File: src/rtl/seq_alu_if.sv
// seq_alu_if: valid/ready operand and result channels between a producer (master) and seq_alu (slave)
// Parameters:
//     WIDTH       operand and result width in bits
// Signals:
//     InValid     master -> slave   operand/opcode presented
//     InReady     slave  -> master  slave can accept this cycle
//     BussA/B     master -> slave   operands (WIDTH)
//     ALUControl  master -> slave   3-bit opcode
//     OutValid    slave  -> master  Output and flags valid
//     OutReady    master -> slave   consumer takes the result
//     Output      slave  -> master  registered result (WIDTH)
//     CarryOut, zero, overflow, negative  slave -> master  registered flags
interface seq_alu_if #(
    parameter int WIDTH = 32
);
    logic             InValid;
    logic             InReady;
    logic [WIDTH-1:0] BussA;
    logic [WIDTH-1:0] BussB;
    logic [2:0]       ALUControl;
    logic             OutValid;
    logic             OutReady;
    logic [WIDTH-1:0] Output;
    logic             CarryOut;
    logic             zero;
    logic             overflow;
    logic             negative;

    modport master (
        output InValid, BussA, BussB, ALUControl, OutReady,
        input  InReady, OutValid, Output, CarryOut, zero, overflow, negative
    );

    modport slave (
        input  InValid, BussA, BussB, ALUControl, OutReady,
        output InReady, OutValid, Output, CarryOut, zero, overflow, negative
    );
endinterface

File: src/rtl/seq_alu.sv
// seq_alu: handshaked WIDTH-bit ALU with registered result/flags and an optional iterative multiplier
// Build option:
//     SEQ_ALU_MUL_EN  when defined, opcode 111 runs a WIDTH-step shift-add multiply through BUSY;
//                     when undefined, opcode 111 completes in one cycle with Output=0, zero=1
// Parameters:
//     WIDTH  operand/result width (>= 4)
//     CNT_W  multiply step counter width
// Ports:
//     clk    rising-edge clock
//     rst_n  asynchronous active-low reset
//     bus    seq_alu_if.slave: operand channel (InValid/InReady, BussA, BussB, ALUControl)
//            and result channel (OutValid/OutReady, Output, CarryOut, zero, overflow, negative)
module seq_alu #(
    parameter int WIDTH = 32,
    parameter int CNT_W = $clog2(WIDTH) + 1
) (
    input logic      clk,
    input logic      rst_n,
    seq_alu_if.slave bus
);
    localparam int MSB = WIDTH - 1;

    typedef enum logic [1:0] {IDLE, BUSY, DONE} state_t;

    state_t           state, state_nx;
    logic             xfer, ld;
    logic [WIDTH:0]   sum, diff;
    logic [WIDTH-1:0] res_c, res_ld, res;
    logic             cf_c, of_c, cf_ld, of_ld;
    logic             cf, zf, of, nf;
`ifdef SEQ_ALU_MUL_EN
    logic               is_mul, last;
    logic [2*WIDTH-1:0] mcand, acc, acc_nx;
    logic [WIDTH-1:0]   mplier;
    logic [CNT_W-1:0]   cnt;
`endif

    if (WIDTH < 4 || CNT_W < $clog2(WIDTH) + 1) begin : g_cfg_check
        $error("seq_alu: WIDTH must be >= 4 and CNT_W >= $clog2(WIDTH)+1");
    end

    assign bus.InReady  = state == IDLE || (state == DONE && bus.OutReady);
    assign bus.OutValid = state == DONE;
    assign bus.Output   = res;
    assign bus.CarryOut = cf;
    assign bus.zero     = zf;
    assign bus.overflow = of;
    assign bus.negative = nf;
    assign xfer         = bus.InValid && bus.InReady;

`ifdef SEQ_ALU_MUL_EN
    assign is_mul = bus.ALUControl == 3'b111;
    // mcand is pre-shifted and mplier pre-shifted right, so bit 0 of mplier is bit [cnt] of the original
    assign acc_nx = acc + (mplier[0] ? mcand : '0);
    assign last   = cnt == CNT_W'(WIDTH - 1);
`endif

    always_ff @(posedge clk or negedge rst_n) begin
        if (!rst_n)
            state <= IDLE;
        else
            state <= state_nx;
    end

    always_comb begin
        state_nx = state;
        case (state)
            IDLE:    state_nx = xfer ? DONE : IDLE;
            DONE:    state_nx = xfer ? DONE : bus.OutReady ? IDLE : DONE;
`ifdef SEQ_ALU_MUL_EN
            BUSY:    state_nx = last ? DONE : BUSY;
`endif
            default: state_nx = IDLE;
        endcase
`ifdef SEQ_ALU_MUL_EN
        if (xfer && is_mul)
            state_nx = BUSY;
`endif
    end

    // single-cycle ops; opcode 111 falls to the all-zero default
    always_comb begin
        sum   = {1'b0, bus.BussA} + {1'b0, bus.BussB};
        diff  = {1'b0, bus.BussA} - {1'b0, bus.BussB};
        res_c = '0;
        cf_c  = 1'b0;
        of_c  = 1'b0;
        case (bus.ALUControl)
            3'b000: begin
                res_c = sum[MSB:0];
                cf_c  = sum[WIDTH];
                of_c  = bus.BussA[MSB] == bus.BussB[MSB] && sum[MSB] != bus.BussA[MSB];
            end
            3'b001: res_c = bus.BussA ^ bus.BussB;
            3'b010: begin
                res_c = diff[MSB:0];
                cf_c  = ~diff[WIDTH];
                of_c  = bus.BussA[MSB] != bus.BussB[MSB] && diff[MSB] != bus.BussA[MSB];
            end
            3'b011: res_c = {{MSB{1'b0}}, diff[WIDTH]};
            3'b100: res_c = {{MSB{1'b0}}, $signed(bus.BussA) < $signed(bus.BussB)};
            3'b101: res_c = bus.BussA & bus.BussB;
            3'b110: res_c = bus.BussA | bus.BussB;
            default: res_c = '0;
        endcase
    end

    // result register load: either an accepted single-cycle op or the final multiply step
    always_comb begin
        ld    = xfer;
        res_ld = res_c;
        cf_ld = cf_c;
        of_ld = of_c;
`ifdef SEQ_ALU_MUL_EN
        ld = (xfer && !is_mul) || (state == BUSY && last);
        if (state == BUSY) begin
            res_ld = acc_nx[MSB:0];
            cf_ld  = 1'b0;
            of_ld  = |acc_nx[2*WIDTH-1:WIDTH];
        end
`endif
    end

    always_ff @(posedge clk or negedge rst_n) begin
        if (!rst_n) begin
            res <= '0;
            cf  <= 1'b0;
            zf  <= 1'b0;
            of  <= 1'b0;
            nf  <= 1'b0;
        end else if (ld) begin
            res <= res_ld;
            cf  <= cf_ld;
            zf  <= res_ld == '0;
            of  <= of_ld;
            nf  <= res_ld[MSB];
        end
    end

`ifdef SEQ_ALU_MUL_EN
    always_ff @(posedge clk or negedge rst_n) begin
        if (!rst_n) begin
            mcand  <= '0;
            mplier <= '0;
            acc    <= '0;
            cnt    <= '0;
        end else if (xfer && is_mul) begin
            mcand  <= {{WIDTH{1'b0}}, bus.BussA};
            mplier <= bus.BussB;
            acc    <= '0;
            cnt    <= '0;
        end else if (state == BUSY) begin
            acc    <= acc_nx;
            mcand  <= mcand << 1;
            mplier <= mplier >> 1;
            cnt    <= cnt + CNT_W'(1);
        end
    end
`endif
endmodule

File: src/flat_wrapper.sv
// flat-port wrapper written by rule: the top's interface ports become plain ports
module seq_alu_flat 
#(
    parameter int WIDTH = 32,
    parameter int CNT_W = $clog2(WIDTH) + 1
)
  (clk, rst_n, bus_InValid, bus_BussA, bus_BussB, bus_ALUControl, bus_OutReady, bus_InReady, bus_OutValid, bus_Output, bus_CarryOut, bus_zero, bus_overflow, bus_negative);
  seq_alu_if #(.WIDTH(WIDTH)) bus_i ();
  input logic clk;
  input logic rst_n;
  input wire logic [$bits(bus_i.InValid)-1:0] bus_InValid;
  input wire logic [$bits(bus_i.BussA)-1:0] bus_BussA;
  input wire logic [$bits(bus_i.BussB)-1:0] bus_BussB;
  input wire logic [$bits(bus_i.ALUControl)-1:0] bus_ALUControl;
  input wire logic [$bits(bus_i.OutReady)-1:0] bus_OutReady;
  output wire logic [$bits(bus_i.InReady)-1:0] bus_InReady;
  output wire logic [$bits(bus_i.OutValid)-1:0] bus_OutValid;
  output wire logic [$bits(bus_i.Output)-1:0] bus_Output;
  output wire logic [$bits(bus_i.CarryOut)-1:0] bus_CarryOut;
  output wire logic [$bits(bus_i.zero)-1:0] bus_zero;
  output wire logic [$bits(bus_i.overflow)-1:0] bus_overflow;
  output wire logic [$bits(bus_i.negative)-1:0] bus_negative;
  assign bus_i.InValid = bus_InValid;
  assign bus_i.BussA = bus_BussA;
  assign bus_i.BussB = bus_BussB;
  assign bus_i.ALUControl = bus_ALUControl;
  assign bus_i.OutReady = bus_OutReady;
  assign bus_InReady = bus_i.InReady;
  assign bus_OutValid = bus_i.OutValid;
  assign bus_Output = bus_i.Output;
  assign bus_CarryOut = bus_i.CarryOut;
  assign bus_zero = bus_i.zero;
  assign bus_overflow = bus_i.overflow;
  assign bus_negative = bus_i.negative;
  seq_alu #(.WIDTH(WIDTH), .CNT_W(CNT_W)) u_core (.clk(clk), .rst_n(rst_n), .bus(bus_i));
endmodule
File: config.mk
export PLATFORM = sky130hd
export DESIGN_NAME = seq_alu_flat
export DESIGN_NICKNAME = d
export VERILOG_FILES = /design/src/rtl/seq_alu_if.sv /design/src/rtl/seq_alu.sv /design/src/flat_wrapper.sv
export SDC_FILE = /design/constraint.sdc
export NUM_CORES = 1
export LEC_CHECK = 0
export ABC_AREA = 1
export BUFFER_PORTS_ARGS = -buffer_cell sky130_fd_sc_hd__clkbuf_2
export CAP_MARGIN = 30
export CORE_ASPECT_RATIO = 0.9
export CORE_MARGIN = 2
export CORE_UTILIZATION = 45
export DETAILED_ROUTE_END_ITERATION = 10
export PLACE_DENSITY_LB_ADDON = 0.05
export SLEW_MARGIN = 25
export SYNTH_ARGS = -nofsm -noshare
export SYNTH_HDL_FRONTEND = slang
export SYNTH_SLANG_ARGS = --single-unit
File: constraint.sdc
create_clock -name clk -period 4.2 [get_ports clk]
set_input_delay 0.84 -clock clk [delete_from_list [all_inputs] [get_ports clk]]
set_output_delay 0.84 -clock clk [all_outputs]
set_load 0.005 [all_outputs]
==> results of run 1 <==
==> per-layer routing <==
layer / track usage / up-vias / wire [um]
met5: 0 / - / 0
met4: 0.0536 / 0 / 409
met3: 0.0492 / 30 / 3150
met2: 0.472 / 493 / 11800
met1: 0.489 / 4250 / 14400
li1: - / 4784 / -
==> cell families after synthesis <==
| logic type | after synthesis | share of synthesized area |
|---|---|---|
| fa+ha+maj | 98 | 0.157 |
| flops | 36 | 0.114 |
| simple gates | 871 | 0.455 |
| xor+xnor | 1 | 0.00111 |
| compound gates | 157 | 0.108 |
| buf+inv | 330 | 0.164 |
==> worst max-delay path by stage <==
stage | startpoint | slack (ps) | endpoint | depth (start not counted)
4_1_cts | bus_BussB[0] | 940 | u_core.bus.zero | 19
3_5_place_dp | bus_BussB[0] | 660 | u_core.bus.zero | 19
3_3_place_gp | bus_BussB[0] | 650 | u_core.bus.zero | 19
2_1_floorplan | bus_BussB[0] | 1490 | u_core.bus.zero | 17
5_1_grt | bus_BussB[0] | 670 | u_core.bus.zero | 19
6_report | bus_BussB[0] | 850 | u_core.bus.zero | 19
==> area by class of cell <==
class                      count  area, um^2
clock buffer                   5         125
clock inverter                 3        42.5
fill                        1940        8230
inverter                     286        1070
multi-input combinational   1127        5710
sequential                    36         901
tap                          235         294
timing repair buffer         118         628
==> sequential cells by signal, summed over array words and instances (netlist names) <==
name	cells
u_core.bus.CarryOut	1
u_core.bus.Output	31
u_core.bus.negative	1
u_core.bus.overflow	1
u_core.bus.zero	1
u_core.state	1
==> where the power goes <==
group / leakage (nW) / switching (W) / internal, W
logic: 4.85 / 0.000743 / 0.000342
clock network: 0.0798 / 0.000141 / 0.000278
registers: 0.461 / 0.0000293 / 0.000402
total: 5.39 / 0.000913 / 0.00102
==> synth_stat cells, types with 3 or more instances <==
master | instances | area [um^2]
nand3_1 | 147 | 736
nand3b_1 | 4 | 30.0
a21oi_2 | 3 | 26.3
inv_1 | 279 | 1050
a21oi_1 | 85 | 425
dfrtp_1 | 36 | 901
nor2_1 | 151 | 567
inv_2 | 7 | 26.3
o21bai_1 | 7 | 52.6
o21ai_0 | 29 | 145
clkbuf_1 | 10 | 37.5
nor3_1 | 15 | 75.1
ha_1 | 96 | 1200
nand2_1 | 522 | 1960
buf_2 | 26 | 130
buf_4 | 4 | 30.0
o22ai_1 | 29 | 181
or2_2 | 3 | 18.8
nand4_1 | 17 | 106
==> metrics by stage <==
step                 util  hold WS (ps)
finish              0.516           418
global route        0.516           431
detailed placement  0.505           466
CTS                 0.515           482
floorplan               -           472
global placement    0.505           463
==> flow_summary.json, run 1 <==
{
  "final-setup-viol-count": 0,
  "cp_top_family": "simple AND/OR/NAND/NOR gates",
  "synth_top_flop_cell": "dfrtp_1",
  "worst_pin_slew_ps": 715,
  "cts.path.max_buffers": 2,
  "cp_slowest_stage_delay_ps": 340,
  "syn_area_per_cell_um2": 5.29,
  "max_clock_freq_ghz": 0.298,
  "fin_setup_tns_ps": 0,
  "p_leak_nw": 5.39,
  "yosysSeqAreaShare": 0.114,
  "layout_setup_ws_ps": 849,
  "antenna_found_initial": 0,
  "ir_drop_v": 0.000148,
  "final_common_cell": "nand2_1",
  "clkSinkCount": 36,
  "path_cells": "clkbuf_2 -> ha_1 -> fa_1 -> nand2_1 -> nand2_1 -> nand3_1 -> nand2_1 -> nand2_1 -> nand3_1 -> nand2_1 -> nor2_1 -> nand3_1 -> nor2_1 -> nand3_1 -> nor2_1 -> nand2_1 -> nor2_1 -> nand2_1 -> nand2_1",
  "reg2reg_depth": 13,
  "holdBufCountCts": 0,
  "async_flop_share": 1.00,
  "wl_mm": 29.7,
  "final_cells": 1810,
  "drcViolationCount": 0,
  "r2r-start": "u_core.state[1]",
  "synth_edf_count": 0,
  "num_vias": 9557,
  "antenna_left": 0,
  "cp_slowest_cell": "ha_1",
  "io_buffers": 108,
  "cp.arrival_ps": 3570,
  "grt_max_degree": 49,
  "syn2layout_area_growth_pct": 11.1,
  "slew_headroom": 0.523,
  "cts_buffers": 5,
  "design_power_total_w": 0.00193,
  "cts_setup_buffers": 0,
  "grt_pass1_vias": 8431,
  "core_um2": 17000,
  "critical_path.most_common_cell": "nand2_1",
  "r2r-end": "u_core.bus.zero",
  "crit_buf_inv": 1,
  "startpoint_type": "primary input",
  "n_antenna_cell": 0,
  "synth_seq_cells": 36,
  "nets": 1743,
  "required_ps": 4420,
  "preCtsSetupSlack_ps": 663,
  "final_cell_mix": "nand2_1 (522), inv_1 (279), nor2_1 (151), nand3_1 (147), clkbuf_2 (108)",
  "ff2ff_setup_slack_ps": 2120,
  "crit_fanout": 5,
  "via_per_inst": 5.28,
  "htree_levels": 2,
  "clock_latency_ps": 280,
  "ys_types": 36,
  "rsz0062_at_grt": "no",
  "wire_per_inst_um": 16.4,
  "clock-skew-final_ps": 3.68,
  "rows": 45,
  "drv_cap": 0,
  "die_y_um": 130,
  "ios": 109,
  "cts_resized": 0,
  "drive_above_1_share": 0.0933,
  "grt_pass1_wl_mm": 45.8,
  "path_clk_slew_ps": 60,
  "cts_tree": "built",
  "post_dp_cell_area_um2": 8590,
  "syn-cell-area_um2": 7900,
  "die_x_um": 144,
  "synth_cells": 1493,
  "dp_cells": 1801,
  "hold_viol_final": 0,
  "hold_path.class": "in2async",
  "cts_root_buf": "clkbuf_16",
  "firstDrtPassIters": 5,
  "drv_slew": 0,
  "min_period_ps": 3350,
  "worstSetupPathType": "in2reg",
  "die-area_um2": 18600,
  "overflow": 0,
  "syn_nets": 1662,
  "critPathCaptureType": "register",
  "gp_congestion": 1.05,
  "drt_iter0_markers": 895,
  "post-route-period-util": 0.798,
  "hpwl_mm": 25.1,
  "yosysWarnings": 0,
  "start_util": 0.464,
  "gr-usage-all-layers": 0.318,
  "outcome": "finished, final reports clean",
  "p_per_area_nw_per_um2": 220,
  "fin_area_um2": 8780
}
No activity file was read; power rests on OpenSTA's default activity.
==> run 2: changes to the inputs <==
Clock period 4.2 ns to 2.9 ns, I/O delays scaled along.
==> run 2 against run 1 <==
Against the previous run: combinational power rose by 80%; clock-buffer cell count rose by 1; die area did not move; register-to-register slack got worse by 840 ps; via count rose by 7.6%; clock power rose by 42%; routed wire length rose by 0.96%; critical path depth did not move.
==> flow_summary.json, run 2 (synthesized netlist as in run 1, its figures left out) <==
{
  "max_clock_freq_ghz": 0.364,
  "post-route-period-util": 0.948,
  "cts.path.max_buffers": 2,
  "rows": 45,
  "firstDrtPassIters": 5,
  "n_antenna_cell": 0,
  "overflow": 0,
  "gp_congestion": 1.02,
  "die_x_um": 144,
  "hold_path.class": "in2async",
  "ir_drop_v": 0.000225,
  "final_cells": 2011,
  "cts_buffers": 5,
  "grt_pass1_wl_mm": 46.8,
  "drv_cap": 0,
  "min_period_ps": 2750,
  "cp.arrival_ps": 2960,
  "crit_start": "bus_BussB[5]",
  "p_per_area_nw_per_um2": 304,
  "antenna_found_initial": 0,
  "nets": 1944,
  "critPathCaptureType": "register",
  "outcome": "finished, final reports clean",
  "cts_setup_buffers": 0,
  "holdBufCountCts": 0,
  "grt_max_degree": 49,
  "via_per_inst": 5.11,
  "htree_levels": 2,
  "wl_met1_mm": 14.0,
  "drt_iter0_markers": 1020,
  "num_vias": 10300,
  "drive_above_1_share": 0.206,
  "syn2layout_area_growth_pct": 31.6,
  "r2r-start": "u_core.state[1]",
  "wl_met2_mm": 12.2,
  "clock_latency_ps": 280,
  "cts_resized": 0,
  "die_y_um": 130,
  "required_ps": 3110,
  "cts_tree": "built",
  "gr-usage-all-layers": 0.322,
  "startpoint_type": "primary input",
  "grt_pass1_vias": 9094,
  "wire_per_inst_um": 14.9,
  "hpwl_mm": 25.7,
  "clock-skew-final_ps": 3.87,
  "largest_reg_flops": 31,
  "met3WireLength_mm": 3.28,
  "dp_cells": 2002,
  "final_cell_mix": "nand2_1 (520), inv_1 (279), buf_4 (207), nand3_1 (147), nor2_1 (140)",
  "worstSetupPathType": "in2reg",
  "multi_input_area_um2": 5780,
  "nFillCells": 1789,
  "hold_viol_final": 0,
  "clkSinkCount": 36,
  "seqCellArea_um2": 901,
  "core_um2": 17000,
  "drcViolationCount": 0,
  "wl_mm": 30.0,
  "die-area_um2": 18600,
  "worst_pin_slew_ps": 419,
  "io_buffers": 108,
  "cts_root_buf": "clkbuf_16",
  "final-setup-viol-count": 0,
  "slew_headroom": 0.718,
  "final_common_cell": "nand2_1",
  "path_clk_slew_ps": 50,
  "drv_slew": 0,
  "p_leak_nw": 6.37,
  "layout_setup_ws_ps": 151,
  "ios": 109,
  "start_util": 0.464,
  "antenna_left": 0,
  "crit_fanout": 7,
  "dr.max_layer_used": "met4",
  "preCtsSetupSlack_ps": -161
}
==> run 2: path summary, 6_finish.rpt <==
| check | endpoint | slack (ps) | depth (start not counted) |
|---|---|---|---|
| setup reg to reg | u_core.bus.zero | 1280 | 13 |
| hold / removal | u_core.bus.Output[6] | 180 | 1 |
| max in group asynchronous | u_core.bus.Output[19] | 2280 | 2 |
| hold reg to reg | u_core.bus.Output[23] | 470 | 2 |
| setup / recovery | u_core.bus.zero | 150 | 19 |
| min in group clk | u_core.bus.Output[23] | 470 | 2 |
==> run 2: metrics by stage <==
step,total power (W),area [um^2],utilization,hold WS [ps],setup TNS (ps)
after floorplan,0.00162,7900,-,284,0
after global placement,0.00249,10100,0.596,461,-107
after detailed placement,0.00250,10100,0.596,466,-171
after CTS,0.00310,10300,0.606,443,0
after global routing,0.00340,10400,0.611,203,-11.0
final,0.00316,10400,0.611,184,0
==> run 2: per-layer routing <==
layer,track usage,vias up
met3,0.0344,37
met4,0.0669,0
li1,-,5191
met2,0.496,504
met1,0.483,4554
met5,0,-
==> run 2: layout make-up <==
type	count	share of cell area
clock buffer	6	0.0124
clock inverter	2	0.00337
inverter	286	0.103
multi-input combinational	1127	0.557
sequential	36	0.0867
tap	235	0.0283
timing repair buffer	319	0.209
==> run 2: power breakdown <==
part	total, W	internal, W	switching, W	leakage, nW
logic	0.00194	0.000802	0.00114	5.83
registers	0.000625	0.000582	0.0000428	0.461
clock network	0.000596	0.000404	0.000192	0.0808
==> run 2: worst max-delay path: stages <==
cell and delay [ps]:
clkbuf_2 90, inv_1 50, ha_1 440, nand2_1 150
nor2_1 170, nand2_1 100, nand2_1 140, nand2_1 100
nand2_1 180, nand2_1 100, nand2_1 70, nand2_1 40
nand3_1 60, nand3_1 200, nor2_1 140, nand2_1 60
nor3_1 130, nand2_1 80, nand2_1 50
==> run 3: changes to the inputs <==
Settings changed: REMOVE_ABC_BUFFERS set to 1.
==> run 3 against run 2 <==
Against the previous run: register-to-register slack worse by 80 ps; die area unchanged; combinational power about the same; largest cell class unchanged.
==> flow_summary.json, run 3 (synthesized netlist as in run 1, its figures left out) <==
{
  "outcome": "finished, final reports clean",
  "final-setup-viol-count": 0,
  "endpoint": "u_core.bus.zero",
  "rows": 45,
  "gp_congestion": 1.02,
  "antenna_found_initial": 0,
  "crit_start": "bus_BussB[22]",
  "final_cell_mix": "nand2_1 (519), inv_1 (279), buf_4 (209), nand3_1 (144), nor2_1 (140)",
  "nFillCells": 1805,
  "overflow": 0,
  "hold_viol_final": 0,
  "p_clk_frac": 0.169,
  "grt_pass1_vias": 9432,
  "wire_per_inst_um": 15.3,
  "final_cells": 2014,
  "die_y_um": 130,
  "num_vias": 10300,
  "core_um2": 17000,
  "p_seq_frac": 0.201,
  "layout_setup_ws_ps": 163,
  "cts_resized": 0,
  "p_sw_w": 0.00138,
  "worst_pin_slew_ps": 516,
  "cts_buffers": 5,
  "hpwl_mm": 25.7,
  "required_ps": 3120,
  "drive_above_1_share": 0.215,
  "p_leak_nw": 6.39,
  "cts_root_buf": "clkbuf_16",
  "post-route-period-util": 0.944,
  "clock-skew-final_ps": 2.47,
  "ios": 109,
  "wl_mm": 30.8,
  "drt_iter0_markers": 1222,
  "clkSinkCount": 36,
  "final_core_util": 0.615,
  "reg2reg_depth": 13,
  "syn2layout_area_growth_pct": 32.5,
  "path_clk_slew_ps": 50,
  "final_common_cell": "nand2_1",
  "swShare": 0.442,
  "drcViolationCount": 0,
  "min_period_ps": 2740,
  "start_util": 0.464,
  "n_antenna_cell": 0,
  "startpoint_type": "primary input",
  "grt_pass1_wl_mm": 47.9,
  "critPathCaptureType": "register",
  "dp_cells": 2005,
  "drv_cap": 0,
  "firstDrtPassIters": 6,
  "die_x_um": 144,
  "ff2ff_setup_slack_ps": 1200,
  "clock_latency_ps": 280,
  "fin_area_um2": 10500,
  "r2r-start": "u_core.state[1]",
  "crit_fanout": 7,
  "p_comb_frac": 0.630,
  "max_clock_freq_ghz": 0.365,
  "htree_levels": 2,
  "largest_reg_flops": 31,
  "die-area_um2": 18600,
  "preCtsSetupSlack_ps": -132,
  "design_power_total_w": 0.00312,
  "cts_setup_buffers": 0,
  "r2r-end": "u_core.bus.zero",
  "holdBufCountCts": 0,
  "ir_drop_v": 0.000233,
  "via_per_inst": 5.11,
  "internal-power_w": 0.00174,
  "drv_slew": 0,
  "grt_max_degree": 49,
  "antenna_left": 0,
  "post_dp_cell_area_um2": 10200,
  "cts.path.max_buffers": 2,
  "cp.arrival_ps": 2950,
  "hold_path.class": "in2async",
  "nets": 1947,
  "gr-usage-all-layers": 0.329,
  "cts_tree": "built",
  "slew_headroom": 0.655,
  "p_per_area_nw_per_um2": 298,
  "worstSetupPathType": "in2reg",
  "io_buffers": 108
}
-- run 3: changes by cell type in the layout (fill, tap and decap cells not counted), moves of 2 or more --
cell / change
nor3_1: -2
nand3_1: -3
ha_2: +7
buf_4: +2
ha_1: -7
nand3_2: +3
nor3_2: +2
-- run 3: worst min-delay path by stage --
stage	start	end	cells after the start
floorplan	rst_n	u_core.bus.CarryOut	0
global placement	u_core.bus.Output[15]	u_core.bus.Output[15]	2
detailed placement	u_core.bus.Output[11]	u_core.bus.Output[11]	2
CTS	rst_n	u_core.bus.Output[8]	1
global route	rst_n	u_core.bus.Output[8]	1
finish	rst_n	u_core.bus.Output[4]	1
-- run 3: through the flow --
| step | hold slack (ps) | setup TNS [ps] |
|---|---|---|
| global placement | 464 | -84.0 |
| global route | 166 | -27.7 |
| floorplan | 284 | -406 |
| detailed placement | 467 | -135 |
| CTS | 433 | 0 |
| finish | 151 | 0 |
-- run 3: layout make-up --
| class | instances | area [um^2] | share of cell area |
|---|---|---|---|
| inverters | 286 | 1070 | 0.103 |
| repair buffers | 322 | 2210 | 0.211 |
| multi-input cells | 1127 | 5840 | 0.558 |
| well taps | 235 | 294 | 0.0281 |
| flip-flops and latches | 36 | 901 | 0.0861 |
| clock buffers | 8 | 146 | 0.0140 |
-- run 3: power groups by stage --
stage / combinational, W / sequential, W / clock, W
floorplan: 0.000956 / 0.000638 / 0
global placement: 0.00186 / 0.000629 / 0
detailed placement: 0.00187 / 0.000633 / 0
CTS: 0.00188 / 0.000625 / 0.000532
global route: 0.00217 / 0.000635 / 0.000551
finish: 0.00196 / 0.000625 / 0.000528
-- run 3: worst max-delay path, cell delays in order --
cell and delay [ps]:
clkbuf_2 110, inv_1 60, ha_1 460, nor2_2 210, inv_1 80, nor2_1 170, nand2_1 140, nor3_1 250
nand2_2 160, nand3_1 110, nand2_1 70, a21oi_2 140, nand2_1 90, nor3_2 190, nand2_1 70, nand2_1 50
-- run 3: per-layer routing --
layer  vias to the layer above  part of all wire  track usage
met4                         0             0.024       0.0946
met3                        57              0.11       0.0625
met2                       538              0.40        0.504
li1                       5191                 -            -
met5                         -                 0            0
met1                      4510              0.46        0.470
